$ cat src/rtl/cache_arbiter_if.sv
`default_nettype none
// ============================================================================
// Module   : cache_arbiter_if
// Brief    : I-cache / D-cache line request bundle plus burst memory port.
// Revision : 1.0 - initial release
// ============================================================================
interface cache_arbiter_if #(
    parameter int LINE_W  = 256,
    parameter int BURST_W = 64
);
    logic               i_read;
    logic [31:0]        i_addr;
    logic [LINE_W-1:0]  i_rdata;
    logic               i_resp;
    logic               d_read;
    logic               d_write;
    logic [31:0]        d_addr;
    logic [LINE_W-1:0]  d_wdata;
    logic [LINE_W-1:0]  d_rdata;
    logic               d_resp;
    logic               mem_read;
    logic               mem_write;
    logic [31:0]        mem_addr;
    logic [BURST_W-1:0] mem_wdata;
    logic [BURST_W-1:0] mem_rdata;
    logic               mem_resp;
    logic               stall;

    // Arbiter side
    modport slave (
        input  i_read, i_addr, d_read, d_write, d_addr, d_wdata, mem_rdata, mem_resp,
        output i_rdata, i_resp, d_rdata, d_resp, mem_read, mem_write, mem_addr, mem_wdata, stall
    );

    // Cache / memory environment side
    modport master (
        output i_read, i_addr, d_read, d_write, d_addr, d_wdata, mem_rdata, mem_resp,
        input  i_rdata, i_resp, d_rdata, d_resp, mem_read, mem_write, mem_addr, mem_wdata, stall
    );
endinterface
`default_nettype wire

$ cat src/rtl/cache_arbiter.sv
`default_nettype none
// ============================================================================
// Module   : cache_arbiter
// Brief    : Shares one burst memory port between I-cache and D-cache misses.
// Revision : 1.0 - initial release
// ============================================================================
module cache_arbiter #(
    parameter int LINE_W    = 256,
    parameter int BURST_W   = 64,
    parameter int BURST_LEN = 4
) (
    input  wire logic      clk,
    input  wire logic      rst,
    cache_arbiter_if.slave bus
);
    localparam int                BEAT_W    = (BURST_LEN > 1) ? $clog2(BURST_LEN) : 1;
    localparam logic [BEAT_W-1:0] LAST_BEAT = BEAT_W'(BURST_LEN - 1);

    typedef enum logic [2:0] {
        IDLE = 3'd0,
        I_RD = 3'd1,
        D_RD = 3'd2,
        D_WR = 3'd3,
        DONE = 3'd4
    } state_t;

    state_t              state;
    state_t              state_nxt;
    logic [BEAT_W-1:0]   beat;
    logic                gnt_d;
    logic [31:5]         addr_q;
    logic [LINE_W-1:0]   wline_q;
    logic [LINE_W-1:0]   rline_q;
    logic                in_burst;
    logic                beat_done;
    logic                last_beat;

    assign in_burst  = (state == I_RD) || (state == D_RD) || (state == D_WR);
    assign beat_done = in_burst && bus.mem_resp;
    assign last_beat = (beat == LAST_BEAT);

    always_ff @(posedge clk) begin
        if (!rst) begin
            state   <= IDLE;
            beat    <= '0;
            gnt_d   <= 1'b0;
            addr_q  <= '0;
            wline_q <= '0;
            rline_q <= '0;
        end else begin
            state <= state_nxt;
            // Latch the winner in the same priority order as the next-state logic
            if (state == IDLE) begin
                if (bus.d_write || bus.d_read) begin
                    gnt_d  <= 1'b1;
                    addr_q <= bus.d_addr[31:5];
                end else if (bus.i_read) begin
                    gnt_d  <= 1'b0;
                    addr_q <= bus.i_addr[31:5];
                end
                if (bus.d_write) begin
                    wline_q <= bus.d_wdata;
                end
            end
            if (beat_done) begin
                beat <= last_beat ? '0 : beat + BEAT_W'(1);
                if (state != D_WR) begin
                    rline_q[32'(beat) * BURST_W +: BURST_W] <= bus.mem_rdata;
                end
            end
        end
    end

    always_comb begin
        state_nxt     = state;
        bus.mem_read  = 1'b0;
        bus.mem_write = 1'b0;
        bus.mem_addr  = '0;
        bus.mem_wdata = '0;
        bus.i_resp    = 1'b0;
        bus.d_resp    = 1'b0;
        bus.i_rdata   = rline_q;
        bus.d_rdata   = rline_q;
        bus.stall     = (state != IDLE);

        case (state)
            IDLE: begin
                if (bus.d_write)     state_nxt = D_WR;
                else if (bus.d_read) state_nxt = D_RD;
                else if (bus.i_read) state_nxt = I_RD;
            end
            I_RD, D_RD: begin
                bus.mem_read = 1'b1;
                bus.mem_addr = {addr_q, 5'b0};
                if (beat_done && last_beat) state_nxt = DONE;
            end
            D_WR: begin
                bus.mem_write = 1'b1;
                bus.mem_addr  = {addr_q, 5'b0};
                bus.mem_wdata = wline_q[32'(beat) * BURST_W +: BURST_W];
                if (beat_done && last_beat) state_nxt = DONE;
            end
            DONE: begin
                bus.i_resp = !gnt_d;
                bus.d_resp = gnt_d;
                state_nxt  = IDLE;
            end
            default: state_nxt = IDLE;
        endcase
    end
endmodule
`default_nettype wire

$ cat src/flat_wrapper.sv
// flat-port wrapper written by rule: the top's interface ports become plain ports
module cache_arbiter_flat 
#(
    parameter int LINE_W    = 256,
    parameter int BURST_W   = 64,
    parameter int BURST_LEN = 4
)
  (clk, rst, bus_i_read, bus_i_addr, bus_d_read, bus_d_write, bus_d_addr, bus_d_wdata, bus_mem_rdata, bus_mem_resp, bus_i_rdata, bus_i_resp, bus_d_rdata, bus_d_resp, bus_mem_read, bus_mem_write, bus_mem_addr, bus_mem_wdata, bus_stall);
  cache_arbiter_if #(.LINE_W(LINE_W), .BURST_W(BURST_W)) bus_i ();
  input  wire logic clk;
  input  wire logic rst;
  input wire logic [$bits(bus_i.i_read)-1:0] bus_i_read;
  input wire logic [$bits(bus_i.i_addr)-1:0] bus_i_addr;
  input wire logic [$bits(bus_i.d_read)-1:0] bus_d_read;
  input wire logic [$bits(bus_i.d_write)-1:0] bus_d_write;
  input wire logic [$bits(bus_i.d_addr)-1:0] bus_d_addr;
  input wire logic [$bits(bus_i.d_wdata)-1:0] bus_d_wdata;
  input wire logic [$bits(bus_i.mem_rdata)-1:0] bus_mem_rdata;
  input wire logic [$bits(bus_i.mem_resp)-1:0] bus_mem_resp;
  output wire logic [$bits(bus_i.i_rdata)-1:0] bus_i_rdata;
  output wire logic [$bits(bus_i.i_resp)-1:0] bus_i_resp;
  output wire logic [$bits(bus_i.d_rdata)-1:0] bus_d_rdata;
  output wire logic [$bits(bus_i.d_resp)-1:0] bus_d_resp;
  output wire logic [$bits(bus_i.mem_read)-1:0] bus_mem_read;
  output wire logic [$bits(bus_i.mem_write)-1:0] bus_mem_write;
  output wire logic [$bits(bus_i.mem_addr)-1:0] bus_mem_addr;
  output wire logic [$bits(bus_i.mem_wdata)-1:0] bus_mem_wdata;
  output wire logic [$bits(bus_i.stall)-1:0] bus_stall;
  assign bus_i.i_read = bus_i_read;
  assign bus_i.i_addr = bus_i_addr;
  assign bus_i.d_read = bus_d_read;
  assign bus_i.d_write = bus_d_write;
  assign bus_i.d_addr = bus_d_addr;
  assign bus_i.d_wdata = bus_d_wdata;
  assign bus_i.mem_rdata = bus_mem_rdata;
  assign bus_i.mem_resp = bus_mem_resp;
  assign bus_i_rdata = bus_i.i_rdata;
  assign bus_i_resp = bus_i.i_resp;
  assign bus_d_rdata = bus_i.d_rdata;
  assign bus_d_resp = bus_i.d_resp;
  assign bus_mem_read = bus_i.mem_read;
  assign bus_mem_write = bus_i.mem_write;
  assign bus_mem_addr = bus_i.mem_addr;
  assign bus_mem_wdata = bus_i.mem_wdata;
  assign bus_stall = bus_i.stall;
  cache_arbiter #(.LINE_W(LINE_W), .BURST_W(BURST_W), .BURST_LEN(BURST_LEN)) u_core (.clk(clk), .rst(rst), .bus(bus_i));
endmodule
$ cat config.mk
export PLATFORM = sky130hd
export DESIGN_NAME = cache_arbiter_flat
export DESIGN_NICKNAME = d
export VERILOG_FILES = /design/src/rtl/cache_arbiter_if.sv /design/src/rtl/cache_arbiter.sv /design/src/flat_wrapper.sv
export SDC_FILE = /design/constraint.sdc
export NUM_CORES = 1
export LEC_CHECK = 0
export ABC_AREA = 1
export BUFFER_PORTS_ARGS = -buffer_cell sky130_fd_sc_hd__buf_4
export CAP_MARGIN = 30
export CORE_AREA = 2 2 389 391
export DETAILED_ROUTE_END_ITERATION = 6
export DIE_AREA = 0 0 391 393
export PLACE_DENSITY_LB_ADDON = 0.25
export SLEW_MARGIN = 10
export SYNTH_ARGS = -nofsm -noshare
export SYNTH_HDL_FRONTEND = slang
export SYNTH_SLANG_ARGS = --single-unit
$ cat constraint.sdc
create_clock -name clk -period 2.4 [get_ports clk]
set_input_delay 0.48 -clock clk [delete_from_list [all_inputs] [get_ports clk]]
set_output_delay 0.48 -clock clk [all_outputs]
set_load 0.02 [all_outputs]
-- After elaboration in Yosys (flattened, before gate mapping)
Cells that the tools add are included.
- register bits: 545
- word-level logic and storage cells: 51
- input port bits: 390
- muxes and demuxes: 17
- equality and inequality tests: 8
- shift-type cells: 3
- add/sub/neg operators: 2
- reduce and logical (&&, ||, !) cells: 15
- operators with widths (operator ; number):
    bitwise mux 256 bit ; 1
    variable shift 64 x 34 -> 256 bit (first input constant) ; 1
    indexed part select 256 x 9 -> 64 bit ; 1
    indexed part select 64 x 34 -> 256 bit ; 1
    two-way mux 64 bit ; 1
    two-way mux 27 bit ; 2
    negation 8 -> 34 bit ; 1
    two-way mux 32 bit ; 1
    two-way mux 3 bit ; 4
    AND reduction 2 bit ; 4
    == test 3 x 2 -> 1 bit (second input constant) ; 2
    two-way mux 1 bit ; 6
    case mux 3 bit (2 select lines) ; 1
    inequality test 4 bit (second input constant) ; 1
    == test 3 x 1 -> 1 bit (second input constant) ; 1
    == test 3 bit (second input constant) ; 1
    logical NOT 3 bit ; 1
    logical OR 1 bit ; 3
    inequality test 3 x 2 -> 1 bit (second input constant) ; 1
    nonzero test 3 bit ; 1
    OR reduction 3 bit ; 1
    adder 2 x 1 -> 2 bit (second input constant) ; 1
    == test 2 bit (second input constant) ; 1
    logical AND 1 bit ; 2
    other kinds (5) ; 5

-- Longest topological paths before layout
- depth after elaboration: 7
- depth in mapped cells: 13
- mapped depth without buffers: 9

-- Worst setup path before layout
Ideal clock, no wire load.
- path type: flip-flop to flip-flop
- from: register u_core.beat[0]
- to: register u_core.rline_q[255] (netlist: u_core.bus.d_rdata[255])
- clock period less this slack: 2.342 ns
- cell stages (with the launch flop): 13
- buffers on the path: 5
- arrival: 2.278 ns
- setup slack: 0.058 ns
- path through: dfxtp_1 > clkbuf_2 > inv_1 > buf_2 > clkbuf_1 > ha_1 > buf_2 > inv_2 > clkbuf_1 > nand4_1 > nand3_1 > nand2_1 > nor2_1
- cells in the longest elaborated chain, start to end: 3
- elaborated cells on any way between the ends: 4
- those cells by class: add/sub (1); shift (2); mux (1)
- RTL lines (item ; line ; source):
    start, declared ; cache_arbiter.sv:29 ; logic [BEAT_W-1:0] beat;
    start signal, assigned ; cache_arbiter.sv:66 ; beat <= last_beat ? '0 : beat + BEAT_W'(1);
    negation 8 -> 34 bit * ; cache_arbiter.sv:68 ; rline_q[32'(beat) * BURST_W +: BURST_W] <= bus.mem_rdata;
    indexed part select 64 x 34 -> 256 bit or variable shift 64 x 34 -> 256 bit (tied branches) ; cache_arbiter.sv:68 ;
    bitwise mux 256 bit * ; cache_arbiter.sv:68 ;
    end signal, assigned by index ; cache_arbiter.sv:68 ;
    end, declared ; cache_arbiter.sv:33 ; logic [LINE_W-1:0] rline_q;
Mark *: on every way between the ends. The rest lies on a longest branch, timed or not.
A chain may end at the register's enable or synchronous reset.

-- Worst setup path in the final report
- from: register u_core.beat[0]
- to: output port bus_mem_wdata[60]
- cells in the longest elaborated chain, start to end: 2
- RTL lines (item ; line ; source):
    indexed part select 256 x 9 -> 64 bit ; cache_arbiter.sv:100 ; bus.mem_wdata = wline_q[32'(beat) * BURST_W +: BURST_W];
    two-way mux 64 bit ; cache_arbiter.sv:86 ; case (state)
    end, declared ; flat_wrapper.sv:27 ; output wire logic [$bits(bus_i.mem_wdata)-1:0] bus_mem_wdata;
Every way passes these cells.

==> impl_metrics.py <==
metrics = {
    "synthesis": {
        "ys_ff_latch": 545,
        "yosys.cell_count.top_type": "nand2_1",
        "yosys-top-cells-count": "658 x nand2_1, 562 x nor2_1, 545 x dfxtp_1",
        "synth_edf_count": 0,
        "synthArstFlopShare": 0,
        "syn_inst": 3806,
        "yosys-top-cells-area": "dfxtp_1 42%, a21oi_1 9.6%, nand2_1 9.5%",
        "syn_area_sq_um": 25900,
        "yosysWarnings": 0,
        "ys.flop_type": "dfxtp_1",
        "postSynthAreaPerCell_sq_um": 6.81,
        "yosysTopAreaCell": "dfxtp_1",
        "yosysSeqAreaShare": 0.421,
        "synth_cell_types": 24,
        "yosysTopAreaCellShare": 0.421,
    },
    "routing": {
        "ant_nets": 0,
        "dr_wl_met3_um": 11400,
        "wl_met1_um": 60400,
        "wire_per_inst_um": 23.1,
        "drt_wl_total_um": 150000,
        "drt_pass1_iterations": 5,
        "top_layer_used": "met5",
        "initialDrtViolationCount": 1505,
        "vias_per_cell": 4.31,
        "wl_met2_um": 73000,
        "drc": 0,
        "num_vias": 28000,
    },
    "clock_tree": {
        "cts.sinks": 545,
        "tritoncts": "built",
        "cts-root-buf": "clkbuf_16",
        "clk_pin_slew_ns": 0.05,
        "numCtsBuffers": 74,
        "cts.htree.levels": 3,
        "cts_max_path_buffers": 3,
        "insertion_delay_ns": 0.69,
    },
    "die": {
        "rows": 142,
        "dieArea_sq_um": 154000,
        "core_area_sq_um": 149000,
        "die_h_um": 393,
        "initial_core_util": 0.174,
        "die_x_um": 391,
        "ioPinCount": 1003,
    },
    "critical_path": {
        "cp.arrival_ns": 2.13,
        "path_max_fanout": 15,
        "critPathKind": "reg2out",
        "crit_buf_inv": 3,
        "crit_slowest_cell": "dfxtp_4",
        "worstPathCellList": "buf_16 > buf_12 > a21oi_2 > o21ai_0 > a21oi_1 > buf_4",
        "cp-end-kind": "primary output",
        "cp_slowest_stage_delay_ns": 0.39,
        "crit_required_ns": 1.92,
        "start_kind": "flop",
        "critPathTopFamily": "buffers and inverters",
    },
    "run_status": {
        "violations": "negative setup slack",
        "status": "finished with violations",
    },
    "global_route": {
        "grt_usage": 0.186,
        "grt_pass1_vias": 26800,
        "gr-total-overflow": 0,
        "grt_pass1_wl_um": 205000,
        "antenna_found_initial": 39,
        "grt_start_max_net_pins": 89,
    },
    "final_layout": {
        "instances_no_fill": 6509,
        "area_delta_synth_final_pct": 51.2,
        "fin_util": 0.263,
        "fillers": 16500,
        "final_nets": 4896,
        "layout-drive-gt1-share": 0.331,
    },
    "power": {
        "p_per_area_nw_per_um2": 1020,
        "worst_ir_drop_vdd_v": 0.000535,
        "p_leak_nw": 16.7,
        "power_mw": 40.0,
    },
    "sta": {
        "tightest_slew_ns": 0.814,
        "finalCriticalPeriod_ns": 2.61,
        "grt_setup_unrepaired": "true",
        "fin_crit_sh": 1.09,
        "clock_skew_ns": 0.0317,
        "slew_viol_final": 0,
        "finalHoldViolations": 0,
        "slew_headroom": 0.457,
        "setup_ws_ns": -0.208,
        "setup_viol": 64,
        "max_freq_ghz": 0.384,
    },
    "job": {
        "drv_cap": 0,
    },
    "placed_design": {
        "io_buffers": 987,
        "post-place-cells": 6294,
        "gp_congestion": 0.849,
        "hpwlAfterDp_um": 105000,
    },
    "hold_path": {
        "holdCritPathClass": "in2reg",
    },
}
-- path summary, 6_finish.rpt --
check | to | startpoint | slack (ns) | cells past startpoint
max | bus_mem_wdata[60] | u_core.beat[0]$_SDFFE_PN0P_ | -0.21 | 6
min | u_core.wline_q[187]$_SDFFE_PN0P_ | bus_d_wdata[187] | 0.07 | 3
max reg2reg | u_core.bus.d_rdata[86]$_SDFFE_PN0P_ | u_core.beat[0]$_SDFFE_PN0P_ | 0.21 | 7
min reg2reg | u_core.wline_q[73]$_SDFFE_PN0P_ | u_core.wline_q[73]$_SDFFE_PN0P_ | 0.45 | 2
-- area by class of cell --
class | instances | area [sq um] | share of cell area
antenna | 8 | 20.0 | 0.000511
clock buffer | 109 | 2180 | 0.0555
clock inverter | 23 | 294 | 0.00750
inverter | 242 | 943 | 0.0241
multi-input combinational | 2460 | 12000 | 0.306
sequential | 545 | 10900 | 0.279
tap | 1944 | 2430 | 0.0620
timing repair buffer | 1178 | 10400 | 0.266
-- what timing repair did --
action / CTS / global route
buffers inserted: 24 / 17
setup endpoints to repair: 92 / 87
hold buffers: 10 / 0
hold endpoints to repair: 10 / 0
pin swaps: 42 / 56
cloned: 27 / 6
resized for setup: 283 / 202
-- registers in the layout, indices dropped and copies added (netlist names) --
signal	cells
u_core.addr_q	27
u_core.beat	2
u_core.bus.d_rdata	256
u_core.gnt_d	1
u_core.state	3
u_core.wline_q	256
-- worst reg2reg max path: cells and delay by family, from the launching register on --
family                   cells  cell delay (ns)
adder cells (fa/ha/maj)      1             0.21
buffers and inverters        3             1.05
flip-flops                   1             0.43
AND/OR/NAND/NOR              3             0.41
-- metal layers --
metal | vias to the layer above | global-route usage
li1 | 13400 | -
met1 | 13300 | 0.218
met2 | 1039 | 0.321
met3 | 257 | 0.0515
met4 | 50 | 0.0656
met5 | - | 0
-- logic make-up (layout without fill, tap and decap cells) --
family | count (synthesis) | in the layout | synth area share
AND/OR/NAND/NOR | 1665 | 1665 | 0.265
AO/OA/AOI/OAI | 785 | 785 | 0.152
buffers and inverters | 805 | 1552 | 0.160
flip-flops | 545 | 545 | 0.421
adder cells (fa/ha/maj) | 5 | 5 | 0.00241
other | 1 | 13 | 0.000145
-- cell usage in the layout (no fill, tap or decap), types with 13 or more instances in the layout --
cell / netlist / final
buf_4: 272 / 1027
nand2_1: 658 / 656
nor2_1: 562 / 561
dfxtp_1: 545 / 540
nand3_1: 428 / 428
a21oi_1: 498 / 357
inv_1: 230 / 228
o21ai_0: 250 / 137
a21oi_2: 0 / 105
o21ai_1: 37 / 98
clkbuf_16: 0 / 83
buf_6: 0 / 50
buf_12: 0 / 50
o21ai_2: 0 / 48
a21oi_4: 0 / 36
buf_16: 0 / 31
clkbuf_1: 153 / 19
clkbuf_8: 0 / 13
-- where the power goes --
group | leakage (nW) | total, mW | internal [mW] | switching [mW]
sequential | 4.46 | 11.8 | 10.6 | 1.14
combinational | 11.1 | 16.8 | 6.10 | 10.7
clock | 1.21 | 11.5 | 6.84 | 4.65
total | 16.7 | 40.0 | 23.6 | 16.5
-- stage by stage --
step	area [sq um]	setup WS, ns	hold slack [ns]	setup TNS (ns)
2_1_floorplan	25900	0.0580	0.430	0
3_3_place_gp	34000	0.0573	0.438	0
3_5_place_dp	34000	0.0423	0.446	0
4_1_cts	38300	-0.372	0.000697	-15.98
5_1_grt	39200	-0.323	0.0291	-14.92
6_report	39200	-0.208	0.0663	-8.33
Power figures use the tool's default switching activity.
